==> src/rtl/syslatch_wr_pkg.sv <==
// rtl/syslatch_wr_pkg.sv - shared types and constants for the system latch writer
// The S_INIT state exists only when SYSLATCH_INIT_EN is defined.
package syslatch_wr_pkg;

  typedef enum logic [2:0] {
    S_IDLE   = 3'd0,
    S_SETUP  = 3'd1,
    S_STROBE = 3'd2,
    S_HOLD   = 3'd3
`ifdef SYSLATCH_INIT_EN
    , S_INIT = 3'd4
`endif
  } state_e;

  localparam logic [2:0] SL_SHADOW   = 3'd0;
  localparam logic [2:0] SL_NVEC     = 3'd1;
  localparam logic [2:0] SL_NCARDWEN = 3'd2;
  localparam logic [2:0] SL_CARDWENB = 3'd3;
  localparam logic [2:0] SL_NREGEN   = 3'd4;
  localparam logic [2:0] SL_NSYSTEM  = 3'd5;
  localparam logic [2:0] SL_SRAMWEN  = 3'd6;
  localparam logic [2:0] SL_PALBNK   = 3'd7;

  typedef struct packed {
    logic       val;
    logic [2:0] idx;
  } req_t;

  function automatic int max3(input int a, input int b, input int c);
    int m;
    m = (a > b) ? a : b;
    return (m > c) ? m : c;
  endfunction

endpackage

==> src/rtl/slw_fifo.sv <==
// rtl/slw_fifo.sv - synchronous request FIFO with full/empty/count
// DEPTH must be a power of two so the pointers wrap naturally.
module slw_fifo #(
  parameter int DEPTH = 4,
  parameter int WIDTH = 4
) (
  input  logic                     clk_i,
  input  logic                     rst_ni,
  input  logic                     push_i,
  input  logic [WIDTH-1:0]         wdata_i,
  input  logic                     pop_i,
  output logic [WIDTH-1:0]         rdata_o,
  output logic                     full_o,
  output logic                     empty_o,
  output logic [$clog2(DEPTH):0]   count_o
);

  localparam int AW = $clog2(DEPTH);

  logic [WIDTH-1:0] mem_q [DEPTH];
  logic [AW-1:0]    wr_ptr_q, rd_ptr_q;
  logic [AW:0]      count_q;
  logic             do_push, do_pop;

  assign full_o  = (count_q == (AW+1)'(DEPTH));
  assign empty_o = (count_q == '0);
  assign count_o = count_q;
  assign rdata_o = mem_q[rd_ptr_q];
  assign do_push = push_i && !full_o;
  assign do_pop  = pop_i && !empty_o;

  always_ff @(posedge clk_i or negedge rst_ni) begin
    if (!rst_ni) begin
      wr_ptr_q <= '0;
      rd_ptr_q <= '0;
      count_q  <= '0;
    end else begin
      if (do_push) wr_ptr_q <= wr_ptr_q + AW'(1);
      if (do_pop)  rd_ptr_q <= rd_ptr_q + AW'(1);
      case ({do_push, do_pop})
        2'b10:   count_q <= count_q + (AW+1)'(1);
        2'b01:   count_q <= count_q - (AW+1)'(1);
        default: count_q <= count_q;
      endcase
    end
  end

  // Storage needs no reset; only entries behind the write pointer are read.
  always_ff @(posedge clk_i) begin
    if (do_push) mem_q[wr_ptr_q] <= wdata_i;
  end

endmodule

==> src/rtl/syslatch_writer.sv <==
// rtl/syslatch_writer.sv - queued single-bit system latch write cycle generator
// Optional power-up latch programming is enabled by defining SYSLATCH_INIT_EN.
module syslatch_writer
  import syslatch_wr_pkg::*;
#(
  parameter int         SETUP_CYC  = 1,
  parameter int         PULSE_CYC  = 2,
  parameter int         HOLD_CYC   = 1,
  parameter int         FIFO_DEPTH = 4,
  parameter logic [7:0] INIT_VALUE = 8'h00
) (
  input  logic       CLK_24M,
  input  logic       nRESET,
  input  logic       REQ_VALID,
  output logic       REQ_READY,
  input  logic [2:0] REQ_BIT,
  input  logic       REQ_VAL,
  output logic [3:0] M68K_ADDR,
  output logic       nBITW1,
  output logic       BUSY,
  output logic [7:0] LATCH_IMG
);

  localparam int CW = $clog2(max3(SETUP_CYC, PULSE_CYC, HOLD_CYC)) + 1;

  state_e                  state_q, state_d;
  logic [CW-1:0]           cnt_q, cnt_d;
  logic [3:0]              addr_q, addr_d;
  logic                    strobe_n_q, strobe_n_d;
  logic [7:0]              img_q, img_d;
  logic                    pop;
  logic [3:0]              fifo_rdata;
  logic                    fifo_full, fifo_empty;
  logic [$clog2(FIFO_DEPTH):0] fifo_count;
  req_t                    head;
  req_t                    push_req;

  assign push_req = '{val: REQ_VAL, idx: REQ_BIT};
  assign head     = req_t'(fifo_rdata);

  slw_fifo #(.DEPTH(FIFO_DEPTH), .WIDTH(4)) u_fifo (
    .clk_i   (CLK_24M),
    .rst_ni  (nRESET),
    .push_i  (REQ_VALID),
    .wdata_i (push_req),
    .pop_i   (pop),
    .rdata_o (fifo_rdata),
    .full_o  (fifo_full),
    .empty_o (fifo_empty),
    .count_o (fifo_count)
  );

`ifdef SYSLATCH_INIT_EN
  logic       init_active_q, init_active_d;
  logic [2:0] init_idx_q, init_idx_d;
  localparam state_e RESET_STATE = S_INIT;
`else
  logic [7:0] init_value_unused;
  assign init_value_unused = INIT_VALUE;
  localparam state_e RESET_STATE = S_IDLE;
`endif

  always_comb begin
    state_d    = state_q;
    cnt_d      = cnt_q;
    addr_d     = addr_q;
    strobe_n_d = strobe_n_q;
    img_d      = img_q;
    pop        = 1'b0;
`ifdef SYSLATCH_INIT_EN
    init_active_d = init_active_q;
    init_idx_d    = init_idx_q;
`endif
    case (state_q)
      S_IDLE: begin
        if (!fifo_empty) begin
          pop     = 1'b1;
          addr_d  = {head.val, head.idx};
          cnt_d   = CW'(SETUP_CYC - 1);
          state_d = S_SETUP;
        end
      end
`ifdef SYSLATCH_INIT_EN
      S_INIT: begin
        addr_d     = {INIT_VALUE[init_idx_q], init_idx_q};
        cnt_d      = CW'(SETUP_CYC - 1);
        state_d    = S_SETUP;
        init_idx_d = init_idx_q + 3'd1;
        if (init_idx_q == 3'd7) init_active_d = 1'b0;
      end
`endif
      S_SETUP: begin
        if (cnt_q == '0) begin
          state_d    = S_STROBE;
          cnt_d      = CW'(PULSE_CYC - 1);
          strobe_n_d = 1'b0;
        end else begin
          cnt_d = cnt_q - CW'(1);
        end
      end
      S_STROBE: begin
        // The shadow image follows the latch, which captures on the rising strobe.
        if (cnt_q == '0) begin
          state_d            = S_HOLD;
          cnt_d              = CW'(HOLD_CYC - 1);
          strobe_n_d         = 1'b1;
          img_d[addr_q[2:0]] = addr_q[3];
        end else begin
          cnt_d = cnt_q - CW'(1);
        end
      end
      S_HOLD: begin
        if (cnt_q == '0) begin
`ifdef SYSLATCH_INIT_EN
          state_d = init_active_q ? S_INIT : S_IDLE;
`else
          state_d = S_IDLE;
`endif
        end else begin
          cnt_d = cnt_q - CW'(1);
        end
      end
      default: state_d = S_IDLE;
    endcase
  end

  always_ff @(posedge CLK_24M or negedge nRESET) begin
    if (!nRESET) begin
      state_q    <= RESET_STATE;
      cnt_q      <= '0;
      addr_q     <= '0;
      strobe_n_q <= 1'b1;
      img_q      <= '0;
`ifdef SYSLATCH_INIT_EN
      init_active_q <= 1'b1;
      init_idx_q    <= '0;
`endif
    end else begin
      state_q    <= state_d;
      cnt_q      <= cnt_d;
      addr_q     <= addr_d;
      strobe_n_q <= strobe_n_d;
      img_q      <= img_d;
`ifdef SYSLATCH_INIT_EN
      init_active_q <= init_active_d;
      init_idx_q    <= init_idx_d;
`endif
    end
  end

  assign REQ_READY = !fifo_full;
  assign BUSY      = (state_q != S_IDLE) || (fifo_count != '0);
  assign M68K_ADDR = addr_q;
  assign nBITW1    = strobe_n_q;
  assign LATCH_IMG = img_q;

endmodule
==> config.mk <==
export PLATFORM = sky130hd
export DESIGN_NAME = syslatch_writer
export DESIGN_NICKNAME = d
export VERILOG_FILES = /design/src/rtl/syslatch_wr_pkg.sv /design/src/rtl/slw_fifo.sv /design/src/rtl/syslatch_writer.sv
export SDC_FILE = /design/constraint.sdc
export NUM_CORES = 1
export LEC_CHECK = 0
export CORE_ASPECT_RATIO = 0.7
export CORE_MARGIN = 2
export CORE_UTILIZATION = 40
export DETAILED_ROUTE_END_ITERATION = 8
export PLACE_DENSITY_LB_ADDON = 0.08
export SETUP_SLACK_MARGIN = 0.3
export SLEW_MARGIN = 20
export SYNTH_ARGS = -nofsm -noshare
export SYNTH_HDL_FRONTEND = slang
export SYNTH_SLANG_ARGS = --single-unit
==> constraint.sdc <==
create_clock -name CLK_24M -period 2.1 [get_ports CLK_24M]
set_input_delay 0.315 -clock CLK_24M [delete_from_list [all_inputs] [get_ports CLK_24M]]
set_output_delay 0.315 -clock CLK_24M [all_outputs]
set_load 0.1 [all_outputs]
# After elaboration in Yosys (flattened, before gate mapping)
# Memory sizes are Yosys's and may differ from the RTL's. A register that Yosys moved wholly into a read port is not among the register bits.
# Cells that the tools add are included.
# op_classes
add_sub_neg	5
n_lt_le_gt_ge	2
n_eq_ne	11
n_mux	21
bitwise_logic	1
reduce_logical	20
# op_table
cell	n
$mux 3	4
$pmux 3 s4	1
$ne 2x2->1 const B	5
$bwmux 8	1
$mux 2	4
$pmux 2 s4	1
$mux 1	7
$eq 3x2->1 const B	2
$logic_not 3->1	2
$pmux 3 s2	1
$reduce_and 3->1	2
$reduce_bool 3->1	2
$add 2x1->2 const B	2
$lt 3x4->1 const B	1
$reduce_and 2->1	2
$reduce_and 4->1	1
$reduce_bool 2->1	2
$reduce_bool 4->1	1
$add 3x1->3 const B	1
$demux 1 s3	1
$eq 3x1->1 const B	1
$eq 3x3->1 const B	1
$ge 3x1->1 const B	1
$logic_and 1x1->1	3
other kinds (9)	11
# totals
reg_bits	21
mem_bits_rw	16
input_bits	7
out_inout_bits	15
n_memories	1
# mem_list
memory	words	word_bits	rd	rd_ports_with_merged_regs	wr	line	source
u_fifo.mem_q	4	4	1	1	1	slw_fifo.sv:20	logic [WIDTH-1:0] mem_q [DEPTH];

# Depth between registers and ports, before layout
# depth
depth_word	6
depth_mapped	9
depth_no_buf	9

# Hierarchy
# From an unflattened synthesis, not the netlist that was laid out.
# unflattened
hier_cells	143
hier_area_um2	1974.4
# modules_own_cells
module	instances	cells_per_inst	area_per_inst_um2	seq_area_each_um2
slw_fifo	1	59	1016.0	655.6
syslatch_writer	1	84	958.4	426.7

# Worst setup path after synthesis
# OpenSTA, ideal clock, no wires.
# synth_path
path_type	reg2reg
from	register u_fifo.count_q[0] (netlist: u_fifo.count_o[0])
to	register u_fifo.count_q[1] (netlist: u_fifo.count_o[1])
t_arrival_ns	2.467
required_ns	1.975
slack_ns	-0.492
stages_incl_launch_ff	8
path_buffers	0
period_less_slack_ns	2.592
path_cell_list	dfrtp_1 nor2_1 nand2_1 and2_1 inv_1 ha_1 fa_1 mux2_2
# synth_between
word_cells_on_any_way	14
# synth_rtl
item	line	source
start, declared	slw_fifo.sv:22	logic [AW:0] count_q;
start signal, assigned	slw_fifo.sv:41	2'b10: count_q <= count_q + (AW+1)'(1);
start signal, assigned	slw_fifo.sv:42	2'b01: count_q <= count_q - (AW+1)'(1);
start signal, assigned	slw_fifo.sv:43	default: count_q <= count_q;
$eq 3x3->1 (*)	slw_fifo.sv:25	assign full_o = (count_q == (AW+1)'(DEPTH));
$logic_not 1->1 (*)	n/a	
net REQ_READY	syslatch_writer.sv:15	output logic REQ_READY,
$logic_and 1x1->1 (*)	slw_fifo.sv:29	assign do_push = push_i && !full_o;
$eq 2x1->1 or $eq 2x2->1 (tied branches)	slw_fifo.sv:40	case ({do_push, do_pop})
$pmux 3 s2 or $reduce_bool 2->1 (tied branches)	n/a	
# Mark *: on every way through the listed nets, which the timed path passes. The rest lies on a longest branch.
# A chain may end at the register's enable or synchronous reset.

# Worst setup path after layout
# layout_path
from	register state_q[1]
to	output port BUSY
# layout_between
elab_chain_len	2
# layout_lines
item	line	source
start, declared	syslatch_writer.sv:26	state_e state_q, state_d;
start signal, assigned	syslatch_writer.sv:139	state_q <= state_d;
$reduce_bool 3->1	syslatch_writer.sv:152	assign BUSY = (state_q != S_IDLE) || (fifo_count != '0);
$logic_or 1x1->1	syslatch_writer.sv:152	
end, declared	syslatch_writer.sv:20	output logic BUSY,
# No other way between the ends.

==> metrics.yaml <==
status: "complete, no violations"
synthToLayoutAreaGrowth_pct: 36.4
grt_max_degree: 25
grt_pass1_wl_mm: 6.07
routed_wl_mm: 3.72
hold_viol: 0
fp-row-count: 20
clk_pin_slew_ns: 0.08
grt.overflow.total: 0
drc_errors: 0
io_pins: 22
synth_seq_cells: 40
skew_ns: 0.00622
met3_usage: 0.0423
yosysWarnings: 0
critPathLaunchType: "flip-flop"
fin_area_um2: 2600
final_cell_mix: "35 x buf_4, 20 x dfrtp_1, 16 x nand2_1, 16 x edfxtp_1, 10 x ha_1"
worst_ep_arrival_time_ns: 1.61
final_nets: 213
vias: 1200
cts-buffers-inserted: 5
finalSetupViolations: 0
place_area_um2: 2250
diodes: 0
dieWidth_um: 86.4
cts_tree: "done"
fmax_mhz: 519
insertion_delay_ns: 0.29
drt-vias-per-instance: 4.84
fillers: 352
track_usage: 0.153
cp.required_ns: 1.78
gp_congestion: 0.737
dr.pass1.iters: 4
synth-edff-count: 16
ys_seq_area_frac: 0.569
cp_max_fo: 2
cts.sink_count: 40
async_flop_share: 0.600
use_met1: 0.213
drt_iter0_markers: 30
ctsHtreeMaxLevel: 2
cts_buffer_depth: 2
yosysUniqueCellTypes: 35
hold_class: "in2async"
synth_flop_cell: "dfrtp_1"
finalCritPeriodShare: 0.918
synth_area_um2: 1900
grt_pass1_vias: 1250
rsz0062_at_grt: "true"
slew_violations: 0
use_met2: 0.241
layout_commonest_cell: "buf_4"
ant_nets: 0
slew_headroom: 0.769
drive_above_1_share: 0.456
synthCells: 141
portBuffers: 21
coreArea_um2: 4450
cap_violations: 0
worst_pin_slew_ns: 0.346
cts_root_buffer: "clkbuf_8"
hpwl_mm: 2.50
fin_tns_setup_ns: 0
period_minus_slack_ns: 1.93
initial_core_util: 0.427
antenna_found_initial: 0
syn_avg_cell_area_um2: 13.5
end_kind: "primary output"
die_area_um2: 5330
top_usage_layer: "met2"
wl_per_cell_um: 15.0
die_y_um: 61.7
critPathKind: "reg2out"
postSynthNetCount: 162
worst max-delay path, cell delays in order, from the launching register on:
cell and delay [ns]:
dfrtp_1 0.41, inv_2 0.09, ha_4 0.13, or4b_4 0.50, buf_12 0.19
stage by stage:
stage	instances	setup slack (ns)	utilization	hold slack, ns
finish	248	0.172	0.583	0.374
detailed placement	218	0.0213	0.505	0.497
CTS	241	0.184	0.562	0.382
global placement	218	0.0536	0.505	0.494
floorplan	141	0.153	-	0.0194
global route	248	0.118	0.583	0.393
synthesized netlist by cell type (2+ instances only):
master,instances,area (µm²)
xnor2_1,5,43.8
inv_1,8,30.0
ha_1,13,163
o21ai_0,2,10.0
and3_1,4,25.0
nor2_1,9,33.8
mux2_2,10,113
nand2_1,17,63.8
edfxtp_1,16,480
nand2b_1,2,12.5
nor3_1,3,15.0
mux4_2,4,90.1
a21oi_1,3,15.0
dfrtp_1,23,576
mux2_4,2,30.0
cells by family after synthesis:
group,Yosys count,share of synthesized area
AND/OR/NAND/NOR,40,0.0999
buffers and inverters,12,0.0289
flip-flops,40,0.569
multiplexers,16,0.122
adder cells (fa/ha/maj),14,0.0960
AO/OA/AOI/OAI,13,0.0566
XOR/XNOR,6,0.0276
final cells by class:
cell class                 instances  area, µm²  share of cell area
tap                               55       68.8              0.0265
sequential                        40       1090               0.418
inverter                           9       33.8              0.0130
multi-input combinational         89        885               0.341
clock buffer                       5       68.8              0.0265
clock inverter                     3       46.3              0.0178
timing repair buffer              47        408               0.157
state kept, by name, summed over array words and instances, names as in the netlist:
signal,cells
LATCH_IMG,8
state_q,2
cnt_q,2
u_fifo.mem_q,16
u_fifo.count_o,3
u_fifo.wr_ptr_q,2
u_fifo.rd_ptr_q,2
M68K_ADDR,4
nBITW1,1
path summary, 6_finish.rpt:
kind	startpoint	depth (start not counted)	end	slack, ns
worst min register to register	LATCH_IMG[1]	1	LATCH_IMG[1]	0.51
worst max register to register	state_q[1]	10	u_fifo.count_o[2]	0.20
max in group asynchronous	nRESET	2	nBITW1	1.43
worst min-delay path	nRESET	2	LATCH_IMG[5]	0.37
worst max-delay path	state_q[1]	4	BUSY	0.17
min in group CLK_24M	LATCH_IMG[1]	1	LATCH_IMG[1]	0.51
routing by layer:
layer	wire, µm	share of wire	vias to the layer above
met5	0	0	-
met4	14	0.0038	0
met3	117	0.031	2
met2	1670	0.45	19
met1	1920	0.51	585
li1	-	-	594
what timing repair did:
| action | CTS | global route |
|---|---|---|
| setup endpoints to repair | 7 | 13 |
| resized for setup | 4 | 8 |
| pin swaps | 7 | 2 |
| buffers inserted | 15 | 7 |
| hold endpoints to repair | 0 | 0 |
| hold buffers | 0 | 0 |
Power is left out: the tool's default activity adds up to more than one toggle a clock period on the data nets, which glitch-free logic cannot reach.
==> variant 1: new RTL, same flow settings <==
The 4 states of `state_e` get a one-hot encoding in 4 bits.
--- a/src/rtl/syslatch_wr_pkg.sv
+++ b/src/rtl/syslatch_wr_pkg.sv
@@ -4,7 +4,7 @@
 
-  typedef enum logic [2:0] {
-    S_IDLE   = 3'd0,
-    S_SETUP  = 3'd1,
-    S_STROBE = 3'd2,
-    S_HOLD   = 3'd3
+  typedef enum logic [3:0] {
+    S_IDLE   = 4'b0001,
+    S_SETUP  = 4'b0010,
+    S_STROBE = 4'b0100,
+    S_HOLD   = 4'b1000
 `ifdef SYSLATCH_INIT_EN
Formal check against the unedited RTL: same outputs for any inputs over 10 cycles, from zero or initial values and one cycle with nRESET low; not proved beyond that.
==> variant 1 against the unedited design <==
Critical path depth increased by 2. Sequential cell count rose by 2. Via count grew 6.8%. Cell area rose by 1.1%. Sequential share of layout area increased by 1.5 points. Area after synthesis up 3.7%. Global-route usage up 0.24 points. Routed wire length is 3.0% higher. Setup slack improved by 13 ps.
Power is left out: the tool's default activity adds up to more than one toggle a clock period on the data nets, which glitch-free logic cannot reach.
==> variant 1: results (changes against the unedited design) <==
Status
  – Outcome: finished clean (unchanged)

Synth
  – Compound-Gate Fraction of Synth Area: 0.0425 (was 0.0565)
  – Seq/Total Area, Yosys: 0.574 (was 0.569)
  – Unique masters post-synth: 37 (was 35)
  – Synth Area in Adders: 0.0608 (was 0.0960)
  – Async SR Flop Fraction: 0.619 (was 0.600)
  – Top post-synthesis cells by area: dfrtp_1 (30%), edfxtp_1 (24%), ha_1 (5.1%), mux2_1 (4.6%), mux4_2 (4.6%) (was dfrtp_1 (30%), edfxtp_1 (25%), ha_1 (8.5%), mux2_2 (5.9%), mux4_2 (4.7%))
  – Gate count of the mapped netlist: 154 (was 141)
  – Post-synthesis mux area share: 0.118 (was 0.122)
  – Synth Area in XOR/XNOR: 0.0266 (was 0.0276)
  – Synth cell count leaders: dfrtp_1 (24), nand2_1 (19), edfxtp_1 (16) (was dfrtp_1 (23), nand2_1 (17), edfxtp_1 (16))

Cells and area
  – Share of layout cells above drive strength 1: 0.405 (was 0.456)
  – Layout Cells excl Fill: 269 (was 248)
  – Final Net Count: 215 (was 213)
  – Final core area utilization: 0.552 (was 0.583)
  – Fillers: 389 (was 352)

Placement
  – Setup WS pre-CTS: -6.40 ps (was 21.3 ps)
  – DP Area: 2330 um2 (was 2250 um2)
  – Dpl hpwl: 2590 um (was 2500 um)
  – Placer Congestion: 0.780 (was 0.737)
  – Post-placement cell count: 247 (was 218)

Global route
  – Vias in the first global route: 1322 (was 1250)
  – Total GRT Usage: 0.155 (was 0.153)
  – Pin count of the biggest net entering global routing: 27 (was 25)

Timing
  – Setup Skew: 7.05 ps (was 6.22 ps)
  – Final WS setup: 184 ps (was 172 ps)
  – Worst slew pin tran: 349 ps (was 346 ps)

Route
  – DRT Pass-1 Iters: 5 (was 4)
  – DRT iter0 DRCs: 59 (was 30)
  – Wirelength, routed: 3830 um (was 3720 um)
  – DR vias/cell: 4.77 (was 4.84)

Setup path
  – CP peak stage delay: 540 ps (was 500 ps)
  – Worst EP arrival: 2100 ps (was 1610 ps)
  – Worst Setup EP: u_fifo.count_o[1] (was BUSY)
  – Crit-path leading delay family: adder cells (was simple AND/OR/NAND/NOR gates)
  – Worst reg-to-reg setup slack: 180 ps (was 200 ps)
  – R2R cell count: 6 (was 10)
  – FF-to-FF Start: state_q[0] (was state_q[1])
  – Crit-path slowest cell: dfstp_2 (was or4b_4)
  – Critical path class: flip-flop to flip-flop (was flip-flop to output port)
variant 1: cell types whose count changed after synthesis, sizes merged, moves of 2 or more:
| cell | delta |
|---|---|
| ha | -5 |
| nor3b | +5 |
| buf | +3 |
| mux2i | +3 |
| nor2b | +3 |
| a22oi | +2 |
| inv | -2 |
| mux2 | -2 |
| nand2 | +2 |
| nand3b | +2 |
| or2 | +2 |
variant 1: routing by layer:
metal	up-vias	part of all wire	track usage
met1	627	0.49	0.215
met5	-	0	0
met4	0	0.011	0.0404
met2	20	0.46	0.233
met3	5	0.039	0.0555
li1	630	-	-
variant 1: how the worst min path moves through the flow:
stage	cells past startpoint	from	slack [ps]	end
5_1_grt	2	nRESET	400	M68K_ADDR[1]
2_1_floorplan	0	nRESET	20	LATCH_IMG[0]
3_3_place_gp	1	LATCH_IMG[0]	470	LATCH_IMG[0]
6_report	2	nRESET	390	M68K_ADDR[3]
4_1_cts	2	nRESET	400	LATCH_IMG[2]
3_5_place_dp	1	LATCH_IMG[0]	480	LATCH_IMG[0]
variant 1: cell families after synthesis:
group / count (synthesis)
xor+xnor: 6
fa+ha+maj: 9
flops: 42
compound gates: 11
mux: 17
buf+inv: 14
simple gates: 55
variant 1: layout make-up:
class,count,area share
flip-flops and latches,42,0.433
clock inverters,3,0.00763
inverters,7,0.0119
multi-input cells,98,0.348
clock buffers,5,0.0262
repair buffers,45,0.141
well taps,69,0.0329
variant 1: timing repair:
item / 4_1_cts / 5_1_grt
setup buffers: 6 / 8
resized for setup: 9 / 14
pin swaps: 2 / 6
setup endpoints to repair: 5 / 13
==> variant 2: new RTL, config.mk and constraints unchanged <==
Made on the original files. The option `SYSLATCH_INIT_EN` is turned on by a define.
--- a/src/rtl/syslatch_wr_pkg.sv
+++ b/src/rtl/syslatch_wr_pkg.sv
@@ -2,2 +2,4 @@
 // The S_INIT state exists only when SYSLATCH_INIT_EN is defined.
+`define SYSLATCH_INIT_EN
+
 package syslatch_wr_pkg;
Function: changed (a bounded check fails within 4 cycles, from zero or initial values and one cycle with nRESET low).
==> variant 2 against the unedited design <==
Setup slack got worse by 16 ps. Cell area rose by 1.8%. Area after synthesis is 12% higher. Critical endpoint is now u_fifo.count_o[1]. Highest routed layer unchanged. Sequential cell count is 5 higher. Sequential share of layout area rose by 4.1 points. Routed wire length up 6.0%.
Power is not shown: default switching activity piles up to over one toggle a cycle in this logic, so the estimate is an artifact.
==> variant 2: results (changes against the unedited design) <==
Cells and area
  – Final Net Count: 205 (was 213)
  – Fillers: 488 (was 352)
  – Share of layout cells above drive strength 1: 0.388 (was 0.456)
  – Top reg by flops: u_fifo.mem_q (unchanged)

Route
  – DRT Pass-1 Iters: 4 (unchanged)
  – Vias: 1308 (was 1200)
  – Wirelength, routed: 3950 um (was 3720 um)
  – DRT iter0 DRCs: 80 (was 30)

Worst hold path
  – Class of the worst hold path: input pin to async pin (unchanged)

Setup path
  – Worst EP arrival: 2130 ps (was 1610 ps)
  – Crit-path slowest cell: dfrtp_1 (was or4b_4)
  – CP max FO: 3 (was 2)
  – CP peak stage delay: 410 ps (was 500 ps)

Synth
  – Seq/Total Area, Yosys: 0.569 (about the same)
  – Unique masters post-synth: 45 (was 35)
  – Async SR Flop Fraction: 0.644 (was 0.600)
  – Synth cell count leaders: dfrtp_1 (26), edfxtp_1 (16), mux2_2 (12) (was dfrtp_1 (23), nand2_1 (17), edfxtp_1 (16))
  – Top post-synthesis cells by area: dfrtp_1 (31%), edfxtp_1 (23%), mux2_2 (6.4%), ha_1 (5.9%), dfstp_2 (3.7%) (was dfrtp_1 (30%), edfxtp_1 (25%), ha_1 (8.5%), mux2_2 (5.9%), mux4_2 (4.7%))
  – Syn Nets: 172 (was 162)

Clocking
  – Clk_lat worst skew: roughly 300 ps
  – Clock sinks: 45 (was 40)

Global route
  – Vias in the first global route: 1400 (was 1250)
  – Total GRT Usage: 0.155 (was 0.153)
  – First-pass GRT wire length: 6950 um (was 6070 um)
  – Pin count of the biggest net entering global routing: 30 (was 25)

Timing
  – Setup Skew: 5.26 ps (was 6.22 ps)
  – Slew HR: 0.745 (was 0.769)

Placement
  – Placer Congestion: 0.797 (was 0.737)
  – Dpl hpwl: 2850 um (was 2500 um)

Status
  – Outcome: finished clean (unchanged)
==> variant 2: changes by cell type after synthesis, sizes merged, moves of 3 or more <==
cell and change:
xor2 +3, nand2 -13, dfrtp +3, clkbuf +4
nor2 -6, and3 +5, a221o +3, ha -3
==> variant 2: worst paths after layout <==
path	slack, ps	end	cells past startpoint	startpoint
min	390	init_idx_q[2]	2	nRESET
max	160	u_fifo.count_o[1]	6	u_fifo.count_o[1]
max in group asynchronous	1400	state_q[2]	2	nRESET
min reg2reg	500	init_active_q	1	init_active_q
min in group CLK_24M	500	init_active_q	1	init_active_q
max reg2reg	160	u_fifo.count_o[1]	6	u_fifo.count_o[1]
==> variant 2: per-stage QoR <==
step                cell area, um2  hold WS (ps)  std cells  worst slack, ps
floorplan                     2150          19.4        154            -81.0
global placement              2450           482        248             33.2
detailed placement            2450           493        248            -18.7
CTS                           2610           405        260              156
global route                  2640           437        260              106
finish                        2640           388        260              156
==> variant 2: layout make-up <==
cell class	instances	share of cell area
Clock buffer	5	0.0260
Clock inverter	3	0.0156
Inverter	7	0.0109
Multi-Input combinational cell	93	0.340
Sequential cell	45	0.459
Tap cell	72	0.0341
Timing Repair Buffer	35	0.115
==> variant 2: cell families after synthesis <==
| logic type | after synthesis | share of synthesized area |
|---|---|---|
| AOI/OAI and AO/OA | 18 | 0.0577 |
| DFF | 45 | 0.569 |
| buffers and inverters | 16 | 0.0347 |
| and+or+nand+nor | 38 | 0.121 |
| muxes | 17 | 0.112 |
| xor gates and xnor gates | 9 | 0.0371 |
| adders and majority gates | 11 | 0.0683 |
==> variant 2: worst reg2reg max path: stages, from the launching register on <==
cell     delay, ps
dfrtp_1        410
or3b_4         410
and2_4         160
inv_4           50
ha_4           130
fa_2           410
mux2_4         270
==> variant 2: per-layer routing <==
layer	global-route usage	wire (um)
met2	0.236	1700
met3	0.0547	158
met5	0	0
met1	0.210	2040
met4	0.0455	49
==> variant 2: timing repair <==
| action | CTS | global route |
|---|---|---|
| buffers inserted | 4 | 0 |
| resized for setup | 5 | 6 |
| hold buffers | 0 | 0 |
| setup endpoints to repair | 2 | 6 |
| pin swaps | 6 | 2 |
